[config.mk]
export PLATFORM = sky130hd
export DESIGN_NAME = cache_wr_buffer
export DESIGN_NICKNAME = d
export VERILOG_FILES = /design/src/rtl/cache_wr_buffer.sv
export SDC_FILE = /design/constraint.sdc
export NUM_CORES = 1
export LEC_CHECK = 0
export BUFFER_PORTS_ARGS = -buffer_cell sky130_fd_sc_hd__buf_2
export CAP_MARGIN = 20
export CORE_MARGIN = 5
export CORE_UTILIZATION = 40
export CTS_BUF_LIST = sky130_fd_sc_hd__clkbuf_8
export DETAILED_ROUTE_END_ITERATION = 10
export GPL_TIMING_DRIVEN = 1
export SLEW_MARGIN = 20
export SYNTH_ARGS = -nofsm -noshare
export SYNTH_HDL_FRONTEND = slang
export SYNTH_SLANG_ARGS = --single-unit
[constraint.sdc]
create_clock -name clk -period 7.7 [get_ports clk]
set_clock_uncertainty 0.15 [all_clocks]
set_input_delay 1.925 -clock clk [delete_from_list [all_inputs] [get_ports clk]]
set_output_delay 1.925 -clock clk [all_outputs]
set_load 0.01 [all_outputs]
[src/rtl/cache_wr_buffer.sv]
// Word-granular write buffer between the cache and the memory write port.
// In-order drain with req/ack, same-address coalescing and combinational lookup.
module cache_wr_buffer #(
    parameter int DEPTH = 4,
    parameter int AW    = 32,
    parameter int DW    = 32
) (
    input  logic                     clk,
    input  logic                     resetn,
    input  logic                     iPush,
    input  logic [AW-1:0]            iPushAddr,
    input  logic [DW-1:0]            iPushData,
    output logic                     oFull,
    input  logic [AW-1:0]            iLkAddr,
    output logic                     oLkHit,
    output logic [DW-1:0]            oLkData,
    output logic                     oMemWr,
    output logic [AW-1:0]            oMemAddr,
    output logic [DW-1:0]            oMemData,
    input  logic                     iMemAck,
    output logic                     oEmpty,
    output logic [$clog2(DEPTH):0]   oCount
);

    localparam int PW = $clog2(DEPTH);
    localparam int CW = PW + 1;

    typedef enum logic {IDLE, REQ} state_t;

    state_t          state_q, state_d;
    logic [DEPTH-1:0] valid_q, valid_d;
    logic [AW-1:0]   addr_q [DEPTH];
    logic [AW-1:0]   addr_d [DEPTH];
    logic [DW-1:0]   data_q [DEPTH];
    logic [DW-1:0]   data_d [DEPTH];
    logic [PW-1:0]   head_q, head_d, tail_q, tail_d;
    logic [CW-1:0]   count_q, count_d;
    logic [AW-1:0]   memAddr_q, memAddr_d;
    logic [DW-1:0]   memData_q, memData_d;

    logic            coalHit;
    logic [PW-1:0]   coalIdx;
    logic            pop, doCoal, doAlloc, loadHead;

    assign oFull  = (count_q == CW'(DEPTH));
    assign oEmpty = (count_q == '0);
    assign oCount = count_q;

    // Entries are scanned oldest to youngest so the last match found is the youngest.
    always_comb begin
        logic [PW-1:0] idx;
        idx     = '0;
        oLkHit  = 1'b0;
        oLkData = '0;
        coalHit = 1'b0;
        coalIdx = '0;
        for (int i = 0; i < DEPTH; i++) begin
            idx = head_q + PW'(i);
            if (valid_q[idx] && addr_q[idx] == iLkAddr) begin
                oLkHit  = 1'b1;
                oLkData = data_q[idx];
            end
            if (valid_q[idx] && addr_q[idx] == iPushAddr &&
                !(state_q == REQ && idx == head_q)) begin
                coalHit = 1'b1;
                coalIdx = idx;
            end
        end
    end

    always_comb begin
        pop     = (state_q == REQ) && iMemAck;
        doCoal  = iPush && coalHit;
        doAlloc = iPush && !coalHit && !oFull;
        valid_d = valid_q;
        addr_d  = addr_q;
        data_d  = data_q;
        if (pop)
            valid_d[head_q] = 1'b0;
        if (doCoal)
            data_d[coalIdx] = iPushData;
        if (doAlloc) begin
            valid_d[tail_q] = 1'b1;
            addr_d[tail_q]  = iPushAddr;
            data_d[tail_q]  = iPushData;
        end
        head_d  = head_q + PW'(pop);
        tail_d  = tail_q + PW'(doAlloc);
        count_d = count_q + CW'(doAlloc) - CW'(pop);
    end

    always_comb begin
        state_d = state_q;
        case (state_q)
            IDLE:    if (count_d != '0) state_d = REQ;
            REQ:     if (pop && count_d == '0) state_d = IDLE;
            default: state_d = IDLE;
        endcase
    end

    // The request is captured from the post-update head, so a same-cycle push is seen.
    always_comb begin
        loadHead  = (state_d == REQ) && ((state_q == IDLE) || pop);
        memAddr_d = loadHead ? addr_d[head_d] : memAddr_q;
        memData_d = loadHead ? data_d[head_d] : memData_q;
    end

    always_comb begin
        oMemWr   = (state_q == REQ);
        oMemAddr = memAddr_q;
        oMemData = memData_q;
    end

    always_ff @(posedge clk or negedge resetn) begin
        if (!resetn)
            state_q <= IDLE;
        else
            state_q <= state_d;
    end

    always_ff @(posedge clk or negedge resetn) begin
        if (!resetn) begin
            valid_q   <= '0;
            head_q    <= '0;
            tail_q    <= '0;
            count_q   <= '0;
            memAddr_q <= '0;
            memData_q <= '0;
        end else begin
            valid_q   <= valid_d;
            head_q    <= head_d;
            tail_q    <= tail_d;
            count_q   <= count_d;
            memAddr_q <= memAddr_d;
            memData_q <= memData_d;
        end
    end

    always_ff @(posedge clk) begin
        addr_q <= addr_d;
        data_q <= data_d;
    end

endmodule

==> out/metrics.csv, run 1 <==
stage,metric,value,unit
status,outcome,finished clean,
sta,Rel. slew slack,31.41,%
worst_setup_path,crit start category,flop,
synth,"flops & latches, synth",332,
worst_setup_path,CP max FO,84,
worst_setup_path,Critical Path Start,head_q[1],
worst_setup_path,Worst EP required,5620,ps
worst_setup_path,cell family with most CP delay,simple AND/OR/NAND/NOR gates,
route,WL per Instance,28.32,µm
grt,first-pass GRT wire length,133400,µm
worst_setup_path,CP cell instances,buf_12 -> mux4_2 -> xnor2_1 -> nand4_1 -> nor4_1 -> nand4_1 -> nor4_1 -> buf_4 -> nor2_2 -> buf_12 -> nor2_1 -> mux2i_1 -> a21oi_1 -> buf_2,
sta,fin crit period,7474,ps
sta,Final Slew Violations,0,
sta,hold_ws,336.6,ps
route,first-pass detailed-route iteration total,6,
sta,endpoints failing setup,0,
worst_setup_path,arrival time worst endpoint,5400,ps
floorplanning,Initial Utilization,40.26,%
synth,post-synth net total,2279,
synth,Cell variety after synth,73,
sta,Least-Margin Pin Slew,1003,ps
route,via density per instance,6.383,
worst_setup_path,worst r2r path cells,23,
synth,Post-synth EDFFs,0,
cts,Clock Tree Buf Depth,3,
cells_and_area,post-route cell area,0.02785,mm²
synth,"Async S/R FF share, synth",22.89,%
worst_setup_path,"setup slack, reg-to-reg",870,ps
grt,largest net degree at the start of global routing,85,
cts,Root Driver,clkbuf_8,
synth,Post-Syn Instances,2170,
cts,CTS tree,built,
synth,sequential fraction of the synthesis area,28.34,%
route,Routed WL,90240,µm
synth,yosys warns,0,
cts,"Setup Fix Bufs, Post-CTS",0,
cells_and_area,"commonest non-fill, non-tap cell in the layout",dfxtp_1,
cells_and_area,layout cells sized above 1,37.04,%
place,GP Congestion,0.9670,
worst_setup_path,WP buf/inv,4,
cts,clk_lat worst skew,710,ps
route,DRC violations left,0,
worst_setup_path,WS Path Type,flop to primary output,
route,DR vias,20340,
grt,initial antenna violation count,14,
worst_setup_path,worst setup path end,oLkData[30],
grt,vias in the first global route,20020,
grt,total gr overflow,0,
worst_setup_path,RR Endpoint,oMemData[10],
worst_setup_path,Worst path depth,14,
worst_setup_path,reg2reg start,head_q[0],
floorplanning,num rows,91,
cells_and_area,"Area growth, synth to finish",12.32,%
cts,clk sinks,332,
cells_and_area,Reg area,0.007034,mm²
route,Iter 0 DRT Violations,1888,
worst_setup_path,CP max-delay cell,mux4_2,
cells_and_area,most frequent cells in the layout,"256 x dfxtp_1, 242 x mux4_2, 237 x mux2_2",
sta,Fin Setup TNS,0,ps
grt,GRT Resource Usage Total,25.93,%
place,Area after DPL,0.02659,mm²
sta,final hold violation count,0,
cells_and_area,number of fill cells,5722,
floorplanning,IO Pins,203,
floorplanning,die area,0.06707,mm²
place,IO Port Bufs,202,
worst_setup_path,Worst path max stage delay,630,ps
worst_setup_path,CP endpoint kind,primary output,
cts,CTS Hold Bufs,0,
cts,number of CTS-inserted buffers,59,
floorplanning,Vert. Die Dim,259.0,µm
floorplanning,Core Region,0.06160,mm²
synth,Mapped Area,0.02480,mm²
cells_and_area,Multi-input gate area,0.01674,mm²
run,max cap viols,0,
worst_hold_path,Worst Hold Class,flop to flop,
place,Post-DP HPWL,61580,µm
cells_and_area,Layout Nets,2399,
sta,Fmax,133.8,MHz
floorplanning,Die X,259.0,µm
synth,ys flop type,dfxtp_1,
synth,Mean Syn Cell Area,11.43,µm²
sta,Tcrit/Tclk final,97.06,%
cts,H-tree levels,2,
cts,cts repair resizes,0,
route,post-route ant nets,0,
cts,Clock transition at path regs,70,ps
sta,unrepaired setup endpoints after global routing,no,
==> registers in the layout (all words and copies together), names as in the netlist <==
signal    count
head_q        2
oMemAddr     32
tail_q        2
data_q      128
valid_q       4
oMemWr        1
oCount        3
addr_q      128
oMemData     32
==> logic make-up after synthesis <==
group                    Yosys count  share of synthesized area (%)
multiplexers                     677                          40.86
AND/OR/NAND/NOR                  383                          7.937
flip-flops                       332                          28.34
AO/OA/AOI/OAI                    293                          9.193
XOR/XNOR                         244                          8.618
buffers and inverters            232                          4.566
adder cells (fa/ha/maj)            9                         0.4844
==> worst min-delay path: stages, from the launching register on <==
cell and delay, ps:
dfrtp_1 340, nand2_1 50, o211ai_1 70
==> cell usage after synthesis (all sizes together), types with 54 or more instances <==
master,n,share of area (%)
mux2,263,12
buf,109,2.7
mux4,242,22
o211ai,67,2.1
nand2,84,1.3
xor2,54,1.9
o221ai,98,3.5
dfrtp,76,7.7
xnor2,190,6.7
clkbuf,103,1.6
mux2i,172,6.9
nor2,107,1.6
dfxtp,256,21
==> routing by layer <==
| metal | routed length [µm] | track usage (%) | part of all wire (%) | vias to the layer above |
|---|---|---|---|---|
| met3 | 7630 | 5.437 | 8.5 | 186 |
| li1 | - | - | - | 8730 |
| met5 | 68 | 0 | 0.075 | - |
| met4 | 2691 | 7.584 | 3.0 | 10 |
| met2 | 42350 | 41.84 | 47 | 1031 |
| met1 | 37500 | 35.43 | 42 | 10390 |
==> how the worst min path moves through the flow <==
stage	start	endpoint	slack (ps)	cells after the start
detailed placement	oMemAddr[7]	oMemAddr[7]	330	2
finish	oMemAddr[22]	oMemAddr[22]	340	2
CTS	oMemAddr[22]	oMemAddr[22]	340	2
floorplan	data_q[14]	data_q[14]	330	1
global route	oMemAddr[31]	oMemAddr[31]	370	2
global placement	oMemAddr[11]	oMemAddr[11]	330	2
==> final cells by class <==
type                            instances  share of cell area, %
Inverter                               20                 0.2695
Multi-Input combinational cell       1606                  60.10
Tap cell                              837                  3.760
Clock inverter                         43                  1.038
Timing Repair Buffer                  271                  6.083
Antenna cell                            9                0.08086
Clock buffer                           69                  3.410
Sequential cell                       332                  25.26
==> through the flow <==
step                setup WS, ps  cells  utilization (%)
finish                     226.1   3187            45.22
global route               120.5   3183            45.20
CTS                        256.4   3178            45.18
detailed placement         442.4   3066            43.17
global placement           452.6   3066            43.17
floorplan                  725.5   2170                -
Power of run 1 is not shown: default switching activity piles up to over one toggle a cycle in this logic, so the estimate is an artifact.
==> run 2: changes to the inputs <==
- REMOVE_ABC_BUFFERS: unset -> 1
==> run 2 against run 1 <==
- worst setup slack worse by 57 ps
- sequential cell count stayed put
- cell area is 0.38% lower
- routed wire length is 3.9% lower
- core utilization is 0.17 points lower
- hold slack better by 3.2 ps
- global-route usage is 0.90 points lower
- highest routed layer unchanged
- maximum frequency is 0.75% lower
- final cell count is 0.41% lower
- non-clock buffer count is 10 lower
==> out/metrics.csv, run 2 (synthesis gave the netlist of run 1 again) <==
stage,metric,value,unit
sta,Fmax,132.8,MHz
cts,number of CTS-inserted buffers,59,
worst_hold_path,Worst Hold Class,flop to flop,
cells_and_area,most frequent cells in the layout,"256 x dfxtp_1, 242 x mux4_2, 237 x mux2_2",
cts,Root Driver,clkbuf_8,
floorplanning,Vert. Die Dim,259.0,µm
cells_and_area,layout cells sized above 1,36.89,%
sta,final hold violation count,0,
floorplanning,Initial Utilization,40.26,%
worst_setup_path,CP endpoint kind,primary output,
sta,Fin Setup TNS,0,ps
worst_setup_path,Critical Path Start,head_q[1],
place,placed cells,3055,
worst_setup_path,"setup slack, reg-to-reg",840,ps
cells_and_area,number of fill cells,5760,
grt,first-pass GRT wire length,130000,µm
sta,Tcrit/Tclk final,97.80,%
sta,Least-Margin Pin Slew,1074,ps
place,GP Congestion,0.9810,
route,post-route ant nets,0,
cts,H-tree levels,2,
route,first-pass detailed-route iteration total,6,
route,via density per instance,6.319,
cells_and_area,Finished Layout Cells,3174,
route,DR vias,20060,
place,IO Port Bufs,202,
cells_and_area,Layout Nets,2389,
cells_and_area,final core utilization,45.04,%
worst_setup_path,reg2reg start,head_q[1],
worst_setup_path,crit start category,flop,
cts,Clock Tree Buf Depth,3,
worst_setup_path,worst setup path end,oLkData[5],
floorplanning,Die X,259.0,µm
cells_and_area,"commonest non-fill, non-tap cell in the layout",dfxtp_1,
route,Iter 0 DRT Violations,1862,
place,Post-DP HPWL,59040,µm
grt,total gr overflow,0,
worst_setup_path,worst r2r path cells,26,
cells_and_area,"Area growth, synth to finish",11.89,%
route,WL per Instance,27.33,µm
floorplanning,die area,0.06707,mm²
sta,unrepaired setup endpoints after global routing,no,
floorplanning,num rows,91,
grt,GRT Resource Usage Total,25.03,%
sta,fin crit period,7531,ps
sta,Rel. slew slack,28.24,%
worst_setup_path,arrival time worst endpoint,5460,ps
grt,largest net degree at the start of global routing,127,
cts,clk sinks,332,
worst_setup_path,CP max FO,21,
grt,vias in the first global route,19800,
status,outcome,finished clean,
route,DRC violations left,0,
worst_setup_path,RR Endpoint,oMemData[3],
cells_and_area,top flop regs,"addr_q x128, data_q x128",
grt,initial antenna violation count,11,
cts,clk_lat worst skew,720,ps
worst_setup_path,WS Path Type,flop to primary output,
cts,CTS Hold Bufs,0,
run,max cap viols,0,
cts,CTS tree,built,
worst_setup_path,Worst EP required,5620,ps
cts,Clock transition at path regs,70,ps
sta,Final Slew Violations,0,
floorplanning,Core Region,0.06160,mm²
cells_and_area,post-route cell area,0.02775,mm²
sta,endpoints failing setup,0,
place,Area after DPL,0.02644,mm²
route,Routed WL,86760,µm
floorplanning,IO Pins,203,
[run 2: worst min path at each step]
stage	startpoint	end	slack, ps	cells past startpoint
floorplan	data_q[14]	data_q[14]	330	1
CTS	oMemAddr[26]	oMemAddr[26]	350	2
global placement	oMemData[11]	oMemData[11]	330	2
global route	oMemAddr[26]	oMemAddr[26]	370	2
finish	oMemAddr[6]	oMemAddr[6]	340	2
detailed placement	oMemAddr[26]	oMemAddr[26]	330	2
[run 2: cell type report]
cell class	instances	area (µm²)	share of cell area [%]
antenna	6	15.01	0.05411
clock buffer	75	1032	3.720
timing repair buffer	261	1560	5.623
clock inverter	37	235.2	0.8478
sequential	332	7034	25.35
inverter	20	75.07	0.2706
multi-input combinational	1606	16750	60.36
tap	837	1047	3.774
[run 2: metrics by stage]
stage                     setup WS (ps)  hold WS [ps]
after floorplan                  -16910         331.9
after global placement            493.1         327.3
after detailed placement          423.9         334.5
after CTS                         143.9         348.5
after global routing              10.30         373.4
final                             169.4         339.8
[run 2: worst max-delay path: stages (launching register included)]
cell and delay (ps):
dfrtp_4 490, inv_1 200, ha_4 470, buf_4 290, mux4_2 390, xnor2_1 310, nand4_1 120, nor4_1 540
nand4_1 240, nor4_4 470, buf_6 390, mux2i_1 130, nor2_1 110, mux2i_1 80, a21oi_1 280, buf_2 200
[run 2: layer usage]
metal,routed length [µm],track usage (%)
met5,31,0
met4,1964,6.197
met3,7406,4.844
met2,41760,41.42
met1,35600,34.08
[run 2: repair_timing]
item                       in CTS  in global routing
setup buffers                   1                  0
pin swaps                       1                  0
setup endpoints to repair       2                 17
gates resized for setup         0                  1
Power of run 2 is left out for the same reason.
